[src/rtl/ring_arb_pkg.sv]
// Shared types and defaults for the ring-token round-robin arbiter.
// The optional hold-timeout feature is selected with the RING_ARB_TIMEOUT_EN macro.
package ring_arb_pkg;

    typedef enum logic {
        IDLE  = 1'b0,
        GRANT = 1'b1
    } arb_state_e;

    localparam int DEFAULT_WIDTH    = 4;
    localparam int DEFAULT_MAX_HOLD = 15;

endpackage : ring_arb_pkg

[src/rtl/ring_token.sv]
// One-hot ring register holding the round-robin priority pointer.
// Resets to bit 0; on adv it loads the rotate-left of load_val.
module ring_token
    import ring_arb_pkg::*;
#(
    parameter int WIDTH = DEFAULT_WIDTH
) (
    input  logic             clk,
    input  logic             rst,
    input  logic             adv,
    input  logic [WIDTH-1:0] load_val,
    output logic [WIDTH-1:0] token
);

    logic [WIDTH-1:0] token_q;
    logic [WIDTH-1:0] token_d;

    assign token_d = {load_val[WIDTH-2:0], load_val[WIDTH-1]};

    // NOTE: sequential state uses non-blocking (<=) so every flop samples pre-edge values.
    always_ff @(posedge clk or negedge rst) begin
        if (!rst) begin
            token_q <= WIDTH'(1);
        end else if (adv) begin
            token_q <= token_d;
        end
    end

    assign token = token_q;

endmodule : ring_token

[src/rtl/ring_rr_arbiter.sv]
// Round-robin arbiter with a one-hot ring token; grant held until done.
// Define RING_ARB_TIMEOUT_EN to force a release after MAX_HOLD grant cycles.
module ring_rr_arbiter
    import ring_arb_pkg::*;
#(
    parameter int WIDTH    = DEFAULT_WIDTH,
    parameter int MAX_HOLD = DEFAULT_MAX_HOLD
) (
    input  logic             clk,
    input  logic             rst,
    input  logic [WIDTH-1:0] req,
    input  logic             done,
    output logic [WIDTH-1:0] grant,
    output logic             busy,
    output logic [WIDTH-1:0] token,
    output logic             timeout
);

    if (WIDTH < 2) begin : g_bad_width
        $error("ring_rr_arbiter: WIDTH must be >= 2");
    end
    if (MAX_HOLD < 1) begin : g_bad_hold
        $error("ring_rr_arbiter: MAX_HOLD must be >= 1");
    end

    arb_state_e         state_q;
    logic [WIDTH-1:0]   grant_q;
    logic               busy_q;
    logic [WIDTH-1:0]   token_w;
    logic [WIDTH-1:0]   pick;
    logic [2*WIDTH-1:0] req_dbl;
    logic [2*WIDTH-1:0] sel_dbl;
    logic               force_rel;
    logic               release_w;

    // Doubling req lets the borrow of (req - token) find the first set bit at
    // or above the token, wrapping into the upper copy when needed.
    // NOTE: every always_comb output is assigned on every path, so no latch is inferred.
    always_comb begin
        req_dbl = {req, req};
        sel_dbl = req_dbl & ~(req_dbl - {{WIDTH{1'b0}}, token_w});
        pick    = sel_dbl[WIDTH-1:0] | sel_dbl[2*WIDTH-1:WIDTH];
    end

    assign release_w = (state_q == GRANT) && (done || force_rel);

    always_ff @(posedge clk or negedge rst) begin
        if (!rst) begin
            state_q <= IDLE;
            grant_q <= '0;
            busy_q  <= 1'b0;
        end else begin
            case (state_q)
                IDLE: begin
                    if (|req) begin
                        grant_q <= pick;
                        busy_q  <= 1'b1;
                        state_q <= GRANT;
                    end
                end
                GRANT: begin
                    if (release_w) begin
                        grant_q <= '0;
                        busy_q  <= 1'b0;
                        state_q <= IDLE;
                    end
                end
                default: state_q <= IDLE;
            endcase
        end
    end

    ring_token #(
        .WIDTH(WIDTH)
    ) u_ring_token (
        .clk      (clk),
        .rst      (rst),
        .adv      (release_w),
        .load_val (grant_q),
        .token    (token_w)
    );

`ifdef RING_ARB_TIMEOUT_EN
    localparam int HOLD_W = $clog2(MAX_HOLD + 1);

    logic [HOLD_W-1:0] hold_q;
    logic              timeout_q;

    // A done arriving on the limit cycle wins: that is an ordinary release.
    assign force_rel = (state_q == GRANT) && !done && (hold_q == HOLD_W'(MAX_HOLD - 1));

    always_ff @(posedge clk or negedge rst) begin
        if (!rst) begin
            hold_q    <= '0;
            timeout_q <= 1'b0;
        end else begin
            timeout_q <= force_rel;
            if (state_q == IDLE) begin
                hold_q <= '0;
            end else if (!done) begin
                hold_q <= hold_q + 1'b1;
            end
        end
    end

    assign timeout = timeout_q;
`else
    assign force_rel = 1'b0;
    assign timeout   = 1'b0;
`endif

    assign grant = grant_q;
    assign busy  = busy_q;
    assign token = token_w;

endmodule : ring_rr_arbiter
[config.mk]
export PLATFORM = sky130hd
export DESIGN_NAME = ring_rr_arbiter
export DESIGN_NICKNAME = d
export VERILOG_FILES = /design/src/rtl/ring_arb_pkg.sv /design/src/rtl/ring_token.sv /design/src/rtl/ring_rr_arbiter.sv
export SDC_FILE = /design/constraint.sdc
export NUM_CORES = 1
export LEC_CHECK = 0
export CAP_MARGIN = 40
export CORE_MARGIN = 10
export CORE_UTILIZATION = 44
export CTS_CLUSTER_DIAMETER = 30
export DETAILED_ROUTE_END_ITERATION = 8
export PLACE_DENSITY_LB_ADDON = 0.08
export SLEW_MARGIN = 20
export SYNTH_ARGS = -nofsm -noshare
export SYNTH_HDL_FRONTEND = slang
export SYNTH_SLANG_ARGS = --single-unit
[constraint.sdc]
create_clock -name clk -period 2 [get_ports clk]
set_clock_uncertainty 0.05 [all_clocks]
set_input_delay 0.4 -clock clk [delete_from_list [all_inputs] [get_ports clk]]
set_output_delay 0.4 -clock clk [all_outputs]
set_load 0.05 [all_outputs]
==> impl_metrics.py <==
metrics = {
    "clocking": {
        "cts_root_buffer": "clkbuf_4",
        "post_cts_buffers": 0,
        "cts_buffers": 3,
        "clkSinkCount": 10,
        "clkLatencyLatePin_ps": 270,
        "cts_tree": "done",
        "cts_hold_buf": 0,
        "clk_path_buf_depth": 2,
        "cts_resized": 0,
        "ctsHtreeMaxLevel": 1,
        "clk_pin_slew_ps": 70,
    },
    "die": {
        "core_um2": 1280,
        "row_count": 13,
        "die_area_um2": 3200,
        "die_x_um": 56.6,
        "die_y_um": 56.6,
        "ios": 17,
        "initial_utilization_pct": 45.9,
    },
    "drt": {
        "wl_met3_um": 115,
        "wl_met1_um": 549,
        "viasPerCell": 5.10,
        "dr_wl_met2_um": 657,
        "drt_iter0_markers": 6,
        "top_layer": "met4",
        "dr.pass1.iters": 4,
        "drtAntennaViolNets": 0,
        "routedWlPerCell_um": 14.7,
        "finalWirelength_um": 1330,
        "drc": 0,
        "dr_total_vias": 464,
    },
    "grt": {
        "grt_pass1_wl_um": 2280,
        "antenna_found_initial": 0,
        "first_global_vias": 489,
        "grt_max_degree": 11,
        "grt_overflow": 0,
        "grt_usage_pct": 8.84,
    },
    "cells_and_area": {
        "n_antenna_cell": 0,
        "drive_gt1_share_pct": 31.6,
        "fin_nets": 88,
        "nFillCells": 102,
        "synthToLayoutAreaGrowth_pct": 35.7,
        "postLayoutCellArea_um2": 800,
        "finalNonFillerCells": 91,
    },
    "worst_setup_path": {
        "reg2regPathDepth": 6,
        "crit_required_ps": 1550,
        "critical_path.max_stage_delay_ps": 810,
        "regToRegSetupSlack_ps": 280,
        "crit_buf_inv": 1,
        "cp-start-kind": "flip-flop",
        "arrival_ps": 1430,
        "cp_max_fo": 3,
        "endpoint_kind": "output pin",
        "cp_top_family": "buffers and inverters",
        "r2r-end": "grant[0]",
        "path_class": "reg2out",
        "reg2reg_from": "u_ring_token.token[0]",
        "slowest_stage": "clkdlybuf4s50_1",
        "worstPathCellList": "clkdlybuf4s50_1",
    },
    "place": {
        "place_area_um2": 773,
        "place.gp.congestion": 0.816,
        "portBuffers": 15,
        "dp_cells": 87,
        "place_hpwl_um": 1100,
    },
    "status": {
        "status": "complete, no violations",
    },
    "sta": {
        "fmax_mhz": 531,
        "drv_slew": 0,
        "fin_crit_sh_pct": 94.1,
        "rsz0062_at_grt": "no",
        "max_slew_margin_pct": 65.8,
        "setup_viol": 0,
        "period_minus_slack_ps": 1880,
        "worst_pin_slew_ps": 512,
        "hold_viol": 0,
    },
    "power": {
        "power_density_nw_per_um2": 996,
        "leakagePower_nw": 0.362,
        "irDropWorstVdd_mv": 0.544,
    },
    "synthesis": {
        "synth_cell_types": 30,
        "ys.warnings.count": 0,
        "seq_area_frac_synth_pct": 42.7,
        "avgSynthCellArea_um2": 11.1,
        "synth-seq-cells": 10,
        "synth_area_um2": 589,
        "syn_nets": 64,
        "syn_inst": 53,
    },
    "hold_path": {
        "hold_path.class": "in2async",
    },
    "flow_run": {
        "cap_violations": 0,
    },
}
==> per-stage QoR <==
stage | power (mW) | hold WS [ps] | util, % | TNS, ps | setup slack, ps
floorplan | 0.524 | 54.4 | - | 0 | 195
global placement | 0.658 | 469 | 60.2 | -184 | -71.8
detailed placement | 0.656 | 469 | 60.2 | -125 | -73.7
CTS | 0.809 | 399 | 62.2 | 0 | 97.4
global route | 0.845 | 408 | 62.2 | 0 | 56.3
finish | 0.797 | 385 | 62.2 | 0 | 117
==> area by class of cell <==
cell class                 count  area (µm²)  share of cell area (%)
tap                           15        18.8                    2.35
clock buffer                   4        26.3                    3.29
sequential                    10         251                    31.5
multi-input combinational     38         315                    39.4
timing repair buffer          20         173                    21.6
inverter                       4        15.0                    1.88
==> report_power, final <==
| part | total, mW | internal [mW] | switching [mW] | leakage (nW) |
|---|---|---|---|---|
| clock | 0.148 | 0.0770 | 0.0710 | 0.0150 |
| combinational | 0.377 | 0.152 | 0.225 | 0.220 |
| sequential | 0.272 | 0.241 | 0.0309 | 0.127 |
| total | 0.797 | 0.470 | 0.327 | 0.362 |
==> registers in the layout, indices dropped and copies added, names as in the netlist <==
name                flops
busy                    1
u_ring_token.token      4
grant                   4
state_q                 1
==> layer usage <==
layer / up-vias / global-route usage [%]
met5: - / 0
met4: 0 / 3.09
met3: 3 / 5.84
met2: 10 / 13.8
met1: 215 / 9.28
li1: 236 / -
==> cells in the mapped netlist <==
master | instances | area share, %
nor3_1 | 2 | 1.7
fa_1 | 1 | 3.4
a41o_2 | 1 | 1.9
ha_1 | 3 | 6.4
a32oi_1 | 1 | 1.5
xor2_1 | 2 | 3.0
buf_4 | 1 | 1.3
or2_2 | 1 | 1.1
conb_1 | 1 | 0.64
nor2b_1 | 1 | 1.1
nand3_1 | 1 | 0.85
a21oi_1 | 2 | 1.7
o21a_1 | 1 | 1.3
a22o_1 | 1 | 1.5
inv_1 | 4 | 2.5
a21o_1 | 1 | 1.3
mux2_2 | 4 | 7.6
o22ai_4 | 1 | 3.4
a31o_2 | 1 | 1.5
o22ai_1 | 1 | 1.1
o21ai_0 | 2 | 1.7
dfstp_2 | 1 | 4.5
or3_4 | 1 | 1.9
dfrtp_1 | 9 | 38
nor2_1 | 1 | 0.64
and2_1 | 1 | 1.1
a32o_1 | 1 | 1.7
nand2_1 | 2 | 1.3
o21bai_1 | 1 | 1.3
nand2b_1 | 3 | 3.2
==> cells by family after synthesis <==
logic type,after synthesis,share of synthesized area [%]
compound gates,14,19.7
other cells,1,0.636
mux,4,7.64
fa+ha+maj,4,9.77
buf+inv,5,3.82
flops,10,42.7
xor+xnor,2,2.97
simple gates,13,12.7
==> how the worst max path moves through the flow <==
stage,from,endpoint,slack [ps],depth (start not counted)
finish,u_ring_token.token[1],token[1],120,1
detailed placement,req[0],grant[0],-70,7
CTS,u_ring_token.token[1],token[1],100,1
global placement,req[0],grant[0],-70,7
floorplan,u_ring_token.token[2],grant[3],190,6
global route,grant[0],grant[0],60,1
==> cells in the final DEF (no fill, tap or decap), types with 3 or more instances in the layout <==
cell type / n
clkdlybuf4s50_1: 9
ha_1: 3
inv_1: 4
mux2_2: 4
buf_4: 11
dfrtp_1: 9
nand2b_1: 3
clkbuf_4: 3
Power figures use the tool's default switching activity.
